`src/rtl/monitor_display_7segmentos_pkg.sv`:
```
// ============================================================================
// monitor_display_7segmentos_pkg
// Shared constants for the 7-segment monitor: segment patterns, blanks, defaults.
// Revision: 1.0
// ============================================================================
`default_nettype none

package monitor_display_7segmentos_pkg;

  // Active-low gfedcba patterns, indexed by the hex value they display
  localparam logic [6:0] C_PATRONES [16] = '{
    7'h40, 7'h79, 7'h24, 7'h30, 7'h19, 7'h12, 7'h02, 7'h78,
    7'h00, 7'h10, 7'h08, 7'h03, 7'h46, 7'h21, 7'h06, 7'h0E
  };

  localparam logic [6:0] C_SEG_BLANCO     = 7'h7F;
  localparam logic [3:0] C_ANODO_BLANCO   = 4'b1111;
  localparam int         C_P_ESTABLE_DEF  = 4;

  // Index of the lowest active-low anode bit
  function automatic logic [1:0] f_indice_anodo(input logic [3:0] i_anodo);
    logic [1:0] v_idx;
    v_idx = 2'd0;
    for (int k = 3; k >= 0; k--) begin
      if (!i_anodo[k]) v_idx = 2'(k);
    end
    return v_idx;
  endfunction

endpackage

`default_nettype wire

```
`src/rtl/monitor_display_7segmentos_decodificador.sv`:
```
// ============================================================================
// decodificador_7seg_a_hex
// Active-low 7-segment pattern to hex nibble, with a valid flag for known codes.
// Revision: 1.0
// ============================================================================
`default_nettype none

module decodificador_7seg_a_hex
  import monitor_display_7segmentos_pkg::*;
(
  input  logic [6:0] i_Patron,
  output logic [3:0] o_Nibble,
  output logic       o_Valido
);

  always_comb begin
    o_Nibble = 4'h0;
    o_Valido = 1'b0;
    for (int k = 0; k < 16; k++) begin
      if (i_Patron == C_PATRONES[k]) begin
        o_Nibble = 4'(k);
        o_Valido = 1'b1;
      end
    end
  end

endmodule

`default_nettype wire

```
`src/rtl/monitor_display_7segmentos.sv`:
```
// ============================================================================
// monitor_display_7segmentos
// Recovers four hex digits from multiplexed 7-seg lines, publishes full frames.
// Revision: 1.0
// ============================================================================
`default_nettype none

module monitor_display_7segmentos
  import monitor_display_7segmentos_pkg::*;
#(
  parameter int P_ESTABLE = C_P_ESTABLE_DEF
) (
  input  logic       i_Reloj,
  input  logic       i_Reset,
  input  logic [6:0] i_Segmentos,
  input  logic [3:0] i_Anodo_4_Bits,
  output logic [3:0] o_Datos_0,
  output logic [3:0] o_Datos_1,
  output logic [3:0] o_Datos_2,
  output logic [3:0] o_Datos_3,
  output logic       o_Trama_Valida,
  output logic       o_Cambio,
  output logic       o_Error_Patron,
  output logic       o_Error_Anodo
);

  localparam logic [7:0] C_LIMITE = 8'(P_ESTABLE);

  logic [10:0] w_Entrada;
  logic        w_Igual;
  logic [8:0]  w_Racha;
  logic        w_Captura;
  logic        w_Un_Anodo;
  logic [1:0]  w_Indice;
  logic [3:0]  w_Nibble;
  logic        w_Patron_Valido;
  logic [3:0]  w_Mascara_Nueva;
  logic [15:0] w_Sombra_Nueva;

  logic [10:0] r_Previo;
  logic [7:0]  r_Cuenta;
  logic        r_Capturado;
  logic [3:0]  r_Mascara;
  logic [15:0] r_Sombra;
  logic [15:0] r_Anterior;
  logic [15:0] r_Datos;
  logic        r_Trama;
  logic        r_Cambio;
  logic        r_Err_Patron;
  logic        r_Err_Anodo;

  decodificador_7seg_a_hex u_decodificador (
    .i_Patron (i_Segmentos),
    .o_Nibble (w_Nibble),
    .o_Valido (w_Patron_Valido)
  );

  assign w_Entrada  = {i_Anodo_4_Bits, i_Segmentos};
  assign w_Igual    = (w_Entrada == r_Previo);
  // Length of the current dwell including this edge; the first edge counts as 1
  assign w_Racha    = w_Igual ? ({1'b0, r_Cuenta} + 9'd2) : 9'd1;
  assign w_Captura  = !(w_Igual && r_Capturado) && (w_Racha >= 9'(P_ESTABLE));
  assign w_Un_Anodo = ($countones(~i_Anodo_4_Bits) == 1);
  assign w_Indice   = f_indice_anodo(i_Anodo_4_Bits);
  assign w_Mascara_Nueva = r_Mascara | (4'b0001 << w_Indice);

  always_comb begin
    w_Sombra_Nueva = r_Sombra;
    w_Sombra_Nueva[{w_Indice, 2'b00} +: 4] = w_Nibble;
  end

  always_ff @(posedge i_Reloj or negedge i_Reset) begin
    if (!i_Reset) begin
      r_Previo     <= '0;
      r_Cuenta     <= '0;
      r_Capturado  <= 1'b0;
      r_Mascara    <= '0;
      r_Sombra     <= '0;
      r_Anterior   <= '0;
      r_Datos      <= '0;
      r_Trama      <= 1'b0;
      r_Cambio     <= 1'b0;
      r_Err_Patron <= 1'b0;
      r_Err_Anodo  <= 1'b0;
    end else begin
      r_Previo    <= w_Entrada;
      r_Cuenta    <= !w_Igual ? 8'd0 : ((r_Cuenta >= C_LIMITE) ? r_Cuenta : r_Cuenta + 8'd1);
      r_Capturado <= w_Captura | (w_Igual & r_Capturado);
      r_Trama     <= 1'b0;
      r_Cambio    <= 1'b0;
      if (w_Captura && (i_Anodo_4_Bits != C_ANODO_BLANCO)) begin
        if (!w_Un_Anodo) begin
          r_Err_Anodo <= 1'b1;
        end else if (!w_Patron_Valido) begin
          r_Err_Patron <= 1'b1;
        end else begin
          r_Sombra <= w_Sombra_Nueva;
          if (w_Mascara_Nueva == 4'b1111) begin
            r_Mascara  <= '0;
            r_Datos    <= w_Sombra_Nueva;
            r_Trama    <= 1'b1;
            r_Cambio   <= (w_Sombra_Nueva != r_Anterior);
            r_Anterior <= w_Sombra_Nueva;
          end else begin
            r_Mascara  <= w_Mascara_Nueva;
          end
        end
      end
    end
  end

  assign o_Datos_0      = r_Datos[3:0];
  assign o_Datos_1      = r_Datos[7:4];
  assign o_Datos_2      = r_Datos[11:8];
  assign o_Datos_3      = r_Datos[15:12];
  assign o_Trama_Valida = r_Trama;
  assign o_Cambio       = r_Cambio;
  assign o_Error_Patron = r_Err_Patron;
  assign o_Error_Anodo  = r_Err_Anodo;

endmodule

`default_nettype wire

```
`config.mk`:
```
export PLATFORM = sky130hd
export DESIGN_NAME = monitor_display_7segmentos
export DESIGN_NICKNAME = d
export VERILOG_FILES = /design/src/rtl/monitor_display_7segmentos_pkg.sv /design/src/rtl/monitor_display_7segmentos_decodificador.sv /design/src/rtl/monitor_display_7segmentos.sv
export SDC_FILE = /design/constraint.sdc
export NUM_CORES = 1
export LEC_CHECK = 0
export BUFFER_PORTS_ARGS = -buffer_cell sky130_fd_sc_hd__clkbuf_2
export CELL_PAD_IN_SITES_DETAIL_PLACEMENT = 0
export CELL_PAD_IN_SITES_GLOBAL_PLACEMENT = 1
export CORE_UTILIZATION = 25
export DETAILED_ROUTE_END_ITERATION = 12
export HOLD_SLACK_MARGIN = 0.06
export PLACE_DENSITY = 0.57
export SLEW_MARGIN = 15
export SYNTH_ARGS = -nofsm -noshare
export SYNTH_HDL_FRONTEND = slang
export SYNTH_HIERARCHICAL = 1
export SYNTH_SLANG_ARGS = --single-unit
```
`constraint.sdc`:
```
create_clock -name i_Reloj -period 2.8 [get_ports i_Reloj]
set_input_delay 0.28 -clock i_Reloj [delete_from_list [all_inputs] [get_ports i_Reloj]]
set_output_delay 0.28 -clock i_Reloj [all_outputs]
set_load 0.01 [all_outputs]
```
# Word level (Yosys, flattened, before mapping)
# Index checks and enable logic that the tools add are counted.
# word_totals
register_bits,60
input_bits,13
output_inout_bits,20
# op_classes
add_sub_neg,6
order_cmp,2
eq_ne,21
n_shift,3
n_mux,48
bitwise,6
n_reduce_logical,9
# ops
operator,count
4-bit two-way mux,9
7-bit equality test (second input constant),4
1-bit two-way mux,25
7-bit by 5-bit equality test with 1-bit output (second input constant),3
7-bit by 6-bit equality test with 1-bit output (second input constant),3
16-bit bitwise mux,1
8-bit two-way mux,2
16-bit inequality test,1
4-bit by 6-bit variable shift with 16-bit output (first input constant),1
4-bit by 6-bit variable part select with 16-bit output,1
7-bit by 2-bit equality test with 1-bit output (second input constant),2
7-bit by 4-bit equality test with 1-bit output (second input constant),2
2-bit two-way mux,6
3-bit two-way mux,4
11-bit equality test,1
8-bit by 2-bit adder with 9-bit output (second input constant),1
9-bit by 3-bit >= comparator with 1-bit output (second input constant),1
9-bit two-way mux,1
8-bit by 1-bit adder with 8-bit output (second input constant),1
8-bit by 3-bit >= comparator with 1-bit output (second input constant),1
7-bit by 3-bit equality test with 1-bit output (second input constant),1
7-bit logical NOT,1
4-bit negation with 6-bit output,1
3-bit AND reduction,2
other kinds (16),20

# Longest topological paths before layout
# depth
ltp_word,23
mapped_depth,12

# Hierarchy
# Netlist, hierarchy kept.
# modules_own_cells
module,instances,cells_per_inst,area_per_inst_um2,seq_area_each_um2
monitor_display_7segmentos,1,295,3190.6,1501.4
decodificador_7seg_a_hex,1,59,376.6,0.0

# Least setup slack after synthesis
# No wires, ideal clock.
# synth_timing
path_type,in2reg
startpoint,in i_Anodo_4_Bits[3]
endpoint,"reg r_Cambio, in the netlist o_Cambio"
arrival_ps,2587
required_time_ps,2667
slack_ps,80
cell_stages,10
n_path_buf,0
cell_sequence,nand2b_1 > a21oi_1 > inv_1 > ha_1 > nand2b_1 > nor3_1 > a31oi_1 > xnor2_1 > nor4_1 > a31oi_1
# synth_between
elab_chain_cells,12
elab_cells_between_ends,28
cone_classes,3 x add/sub; 1 x order compare; 5 x eq/ne; 3 x shift; 10 x mux; 2 x bitwise; 4 x reduce/logical
# synth_rtl
element,line,rtl
"start, declared",monitor_display_7segmentos.sv:16,"input logic [3:0] i_Anodo_4_Bits,"
2-bit two-way mux (4 in series),monitor_display_7segmentos_pkg.sv:25,if (!i_anodo[k]) v_idx = 2'(k);
4-bit negation with 6-bit output,monitor_display_7segmentos.sv:69,"w_Sombra_Nueva[{w_Indice, 2'b00} +: 4] = w_Nibble;"
4-bit by 6-bit variable part select with 16-bit output / 4-bit by 6-bit variable shift with 16-bit output (equally long branches),monitor_display_7segmentos.sv:69,
16-bit bitwise mux,monitor_display_7segmentos.sv:69,
16-bit inequality test,monitor_display_7segmentos.sv:102,r_Cambio <= (w_Sombra_Nueva != r_Anterior);
1-bit two-way mux,monitor_display_7segmentos.sv:98,if (w_Mascara_Nueva == 4'b1111) begin
1-bit two-way mux,monitor_display_7segmentos.sv:94,end else if (!w_Patron_Valido) begin
1-bit two-way mux,monitor_display_7segmentos.sv:92,if (!w_Un_Anodo) begin
1-bit two-way mux (*),monitor_display_7segmentos.sv:91,if (w_Captura && (i_Anodo_4_Bits != C_ANODO_BLANCO)) begin
"end signal, assigned",monitor_display_7segmentos.sv:102,
"end, declared",monitor_display_7segmentos.sv:48,logic r_Cambio;
# Every way passes the cells marked *; elsewhere a longest branch is shown, timed or not.
# A chain may end at the register's enable or synchronous reset.

# Worst setup path after layout
# layout_timing
startpoint,in i_Segmentos[6]
endpoint,"reg r_Cambio, in the netlist o_Cambio"
# layout_between
elab_chain_cells,23
elab_cells_between_ends,61
cone_classes,1 x order compare; 17 x eq/ne; 1 x shift; 37 x mux; 5 x reduce/logical
# layout_rtl
element,line,rtl
"start, declared",monitor_display_7segmentos.sv:15,"input logic [6:0] i_Segmentos,"
7-bit equality test,monitor_display_7segmentos_decodificador.sv:20,if (i_Patron == C_PATRONES[k]) begin
1-bit two-way mux,monitor_display_7segmentos_decodificador.sv:20,
2-bit two-way mux (2 in series),monitor_display_7segmentos_decodificador.sv:20,
3-bit two-way mux (4 in series),monitor_display_7segmentos_decodificador.sv:20,
4-bit two-way mux (7 in series),monitor_display_7segmentos_decodificador.sv:20,
4-bit two-way mux (*),monitor_display_7segmentos_decodificador.sv:20,
via w_Nibble[0],monitor_display_7segmentos.sv:35,logic [3:0] w_Nibble;
4-bit by 6-bit variable part select with 16-bit output (*),monitor_display_7segmentos.sv:69,
16-bit bitwise mux (*),monitor_display_7segmentos.sv:69,
16-bit inequality test (*),monitor_display_7segmentos.sv:102,
1-bit two-way mux (*),monitor_display_7segmentos.sv:98,
1-bit two-way mux (*),monitor_display_7segmentos.sv:94,
1-bit two-way mux (*),monitor_display_7segmentos.sv:92,
1-bit two-way mux (*),monitor_display_7segmentos.sv:91,
# The timed path passes the listed nets; every way through them passes the cells marked *.

==> metrics.md <==
| Metric | Value |
|---|---|
| Ys async rst share | 100% |
| Core Box Area | 13900 um^2 |
| Final HPWL DP | 6890 um |
| Final #Nets | 469 |
| Iter 0 DRT Violations | ~230 |
| Syn Nets | 381 |
| Critical path's top delay family | simple AND/OR/NAND/NOR gates |
| Leakage power | ~2.2 nW |
| Clock Pin Slew Worst Setup and Hold Paths | 50 ps |
| IO buf count | 32 |
| CTS buffer count | 9 |
| Smallest hold slack | 113 ps |
| TritonCTS clock tree | yes |
| Psw | 0.512 mW |
| Post-synthesis xor/xnor area fraction | under 10% |
| Worst-case clock buffer depth | 2 |
| Final RePlAce weighted congestion | 0.789 |
| R2r setup slk | 500 ps |
| Routed via count | 3019 |
| Main combinational cell family by area after synthesis | simple AND/OR/NAND/NOR gates |
| Global-route wire length before repair | approximately 16000 um |
| Post-DP Area | 4320 um^2 |
| Post-route ant nets | 0 |
| Post-synthesis compound-gate area fraction | 18.6% |
| Max Clock Freq | 394 MHz |
| H-tree level count | 3 |
| Final hold vios | 0 |
| Vias in the first global route | 3061 |
| Initial antenna violation count | 0 |
| Commonest non-fill, non-tap cell in the layout | buf_4 |
| Hold-fix buffers, CTS | 0 |
| Aggregate global routing overflow | 0 |
| Largest net degree at the start of global routing | 61 |
| HP Class | input port to async pin |
| Seq. cell area | 1500 um^2 |
| DRC errors left | 0 |
| Count of cell types in the netlist | 58 |
| Power Internal | 1.75 mW |
| CP Buf/Inv Count | 3 |
| Slowest-stage cell, CP | or3_1 |
| Layout cell share with drive strength beyond 1 | 27.6% |
| Total die area | 14800 um^2 |
| Sw Share | 22.6% |
| Critical Path Max Stage Delay | 420 ps |
| Status | complete, no violations |
| Logic pwr share | 10.5% |
| Io pins | 33 |
| Path depth of the worst reg2reg path | 8 |
| Mapped Area | 3570 um^2 |
| Synth warnings | 6 |
| Least-Margin Pin Slew | 779 ps |
| Setup violators final | 0 |
| CP cell instances | clkbuf_2 > or3_1 > nor2_1 > a21oi_1 > a32oi_1 > buf_4 > nand2b_1 > mux2i_1 > nor4_1 > o2111ai_1 > nor4_1 > buf_4 > a31oi_1 |
| WP data required | 3000 ps |
| Row count | 43 |
| #FFs+latches synth | 60 |
| Routed vias/inst | 4.83 |
| Startpoint Class | input port |
| CTS root buffer | clkbuf_16 |
| Slew HR | 48.1% |
| Slew Viols, Final | 0 |
| CP endpoint | o_Cambio$_DFF_PN0_ |
| Number of diodes | 0 |
| Critical path depth in cells | 13 |
| Max-cap viol count | 0 |
| Sequential power share | 38.9% |
| Synth Area per Inst | 10.1 um^2 |
| Die height | around 120 um |
| Mux cell area share after synthesis | 4.77% |
| R2r endpoint | r_Sombra[3]$_DFFE_PN0P_ |
| First-pass iteration count of the detailed router | 4 |
| Worst VDD drop | 0.000277 V |
| Pwr/cell area | roughly 500 nW/um^2 |
| Final WL | 9390 um |
| Max FO, Critical Path | 7 |
| Register area share after synthesis | 42.1% |
| CTS Sinks | 60 |
| Adder-Cell Fraction of Synth Area | 5.12% |
| Synth Area in Simple Gates | 18.6% |
| Worst skew pair latency | 330 ps |
| RSZ-0062 raised after global routing | false |
| Avg WL per Cell | roughly 15 um |
| Initial core utilization | 25.7% |
| Fin crit share | 90.5% |
| Crit Reg-Reg Startpoint | r_Previo[0]$_DFF_PN0_ |
| Final total power | 2.26 mW |
| Post-synth top flop | dfrtp_1 |
| FILL cells | 1474 |
| Number of synthesized flops with an enable pin | 0 |
| Synth-to-Final Area Change | 29.9% |
| CP Class | input port to register |
| Most frequent cells in the layout | buf_4, dfrtp_1, clkbuf_2, a21oi_1, inv_1 |
| Final min period | 2530 ps |
| Fin area | 4630 um^2 |
| Clock power frac | 50.6% |
| CP Capture Type | register |
| Multi-input logic area | 1880 um^2 |
| Die X | roughly 120 um |
| Setup crit start | i_Segmentos[6] |
| GRT Util Overall | 13.9% |
| Synth Instances | 354 |
| WP data arrival | about 2700 ps |
| Clock Skews | 7.77 ps |
==> per-layer routing <==
layer / GRT usage, % / share of wire, % / vias up
met2: 21.2 / 44 / 81
met1: 19.4 / 50 / 1464
met4: 3.63 / 1.0 / 0
met3: 3.57 / 4.7 / 14
li1: - / - / 1460
met5: 0 / 0 / -
==> state kept, by name, summed over array words and instances, names as in the netlist <==
register / cells
r_Capturado: 1
r_Mascara: 4
o_Error_Patron: 1
r_Previo: 11
o_Trama_Valida: 1
r_Datos: 16
r_Sombra: 16
r_Cuenta: 8
o_Cambio: 1
o_Error_Anodo: 1
==> cell usage after synthesis (2+ instances only) <==
master	count	area, um^2
nor4_4	2	42.5
and2_1	7	43.8
nand2_1	13	48.8
inv_1	20	75.1
dfrtp_1	60	1500
a31o_2	4	35.0
nand3_1	6	30.0
clkbuf_1	10	37.5
nor3_1	13	65.1
a211oi_1	2	15.0
a222oi_1	2	20.0
a22o_1	13	114
and3_1	4	25.0
buf_2	3	15.0
a21oi_1	28	140
a21bo_1	2	20.0
o22ai_1	6	37.5
mux2i_1	8	80.1
o21ai_0	2	10.0
mux2_1	8	90.1
a2111oi_4	2	55.1
nor2b_1	15	93.8
xor2_1	16	140
ha_1	13	163
nand4_1	6	37.5
nand2b_1	13	81.3
nor2_1	18	67.6
xnor2_1	7	61.3
nand3b_1	2	15.0
buf_6	4	45.0
o2111ai_1	2	17.5
a31oi_1	11	68.8
a2111oi_0	2	17.5
nor4_1	6	37.5
==> how the worst min path moves through the flow <==
stage	cells after the start	slack (ps)	from	to
6_report	2	110	i_Reset	r_Datos[11]$_DFFE_PN0P_
5_1_grt	2	200	i_Reset	r_Sombra[11]$_DFFE_PN0P_
3_3_place_gp	1	460	r_Cuenta[4]$_DFFE_PN0P_	r_Cuenta[4]$_DFFE_PN0P_
3_5_place_dp	1	460	r_Cuenta[7]$_DFFE_PN0P_	r_Cuenta[7]$_DFFE_PN0P_
4_1_cts	2	150	i_Reset	r_Datos[10]$_DFFE_PN0P_
2_1_floorplan	0	-20	i_Reset	o_Cambio$_DFF_PN0_
==> power groups by stage <==
stage                     clock network (mW)  logic (mW)  registers, mW
final                                   1.14       0.237          0.880
after global routing                    1.21       0.266          0.880
after CTS                               1.17       0.240          0.880
after detailed placement                   0       0.238          0.895
after global placement                     0       0.237          0.894
after floorplan                            0       0.114          0.894
==> cell families (layout without fill, tap and decap cells) <==
group,after synthesis,in the layout
buf+inv,39,130
xor+xnor,23,23
simple gates,113,113
mux,16,16
flops,60,60
compound gates,89,89
fa+ha+maj,14,14
==> stage by stage <==
| step | instances | util [%] | setup slack [ps] | setup TNS (ps) |
|---|---|---|---|---|
| 6_report | 625 | 33.4 | 265 | 0 |
| 3_5_place_dp | 611 | 31.1 | -139 | -321 |
| 4_1_cts | 625 | 33.4 | 194 | 0 |
| 2_1_floorplan | 354 | - | 79.9 | 0 |
| 5_1_grt | 625 | 33.4 | 29.1 | 0 |
| 3_3_place_gp | 611 | 31.1 | -196 | -218 |
==> final cells by class <==
class	instances	share of cell area (%)
clock buffers	13	6.05
clock inverters	1	0.648
inverters	21	1.70
multi-input cells	255	40.7
flip-flops and latches	60	32.4
well taps	180	4.86
repair buffers	95	13.7
==> timing repair <==
item / in CTS / in global routing
setup buffers: 0 / 0
resized for setup: 0 / 1
endpoints found under the setup margin: 0 / 1
Note: power is estimated with default switching activity, not from simulation.
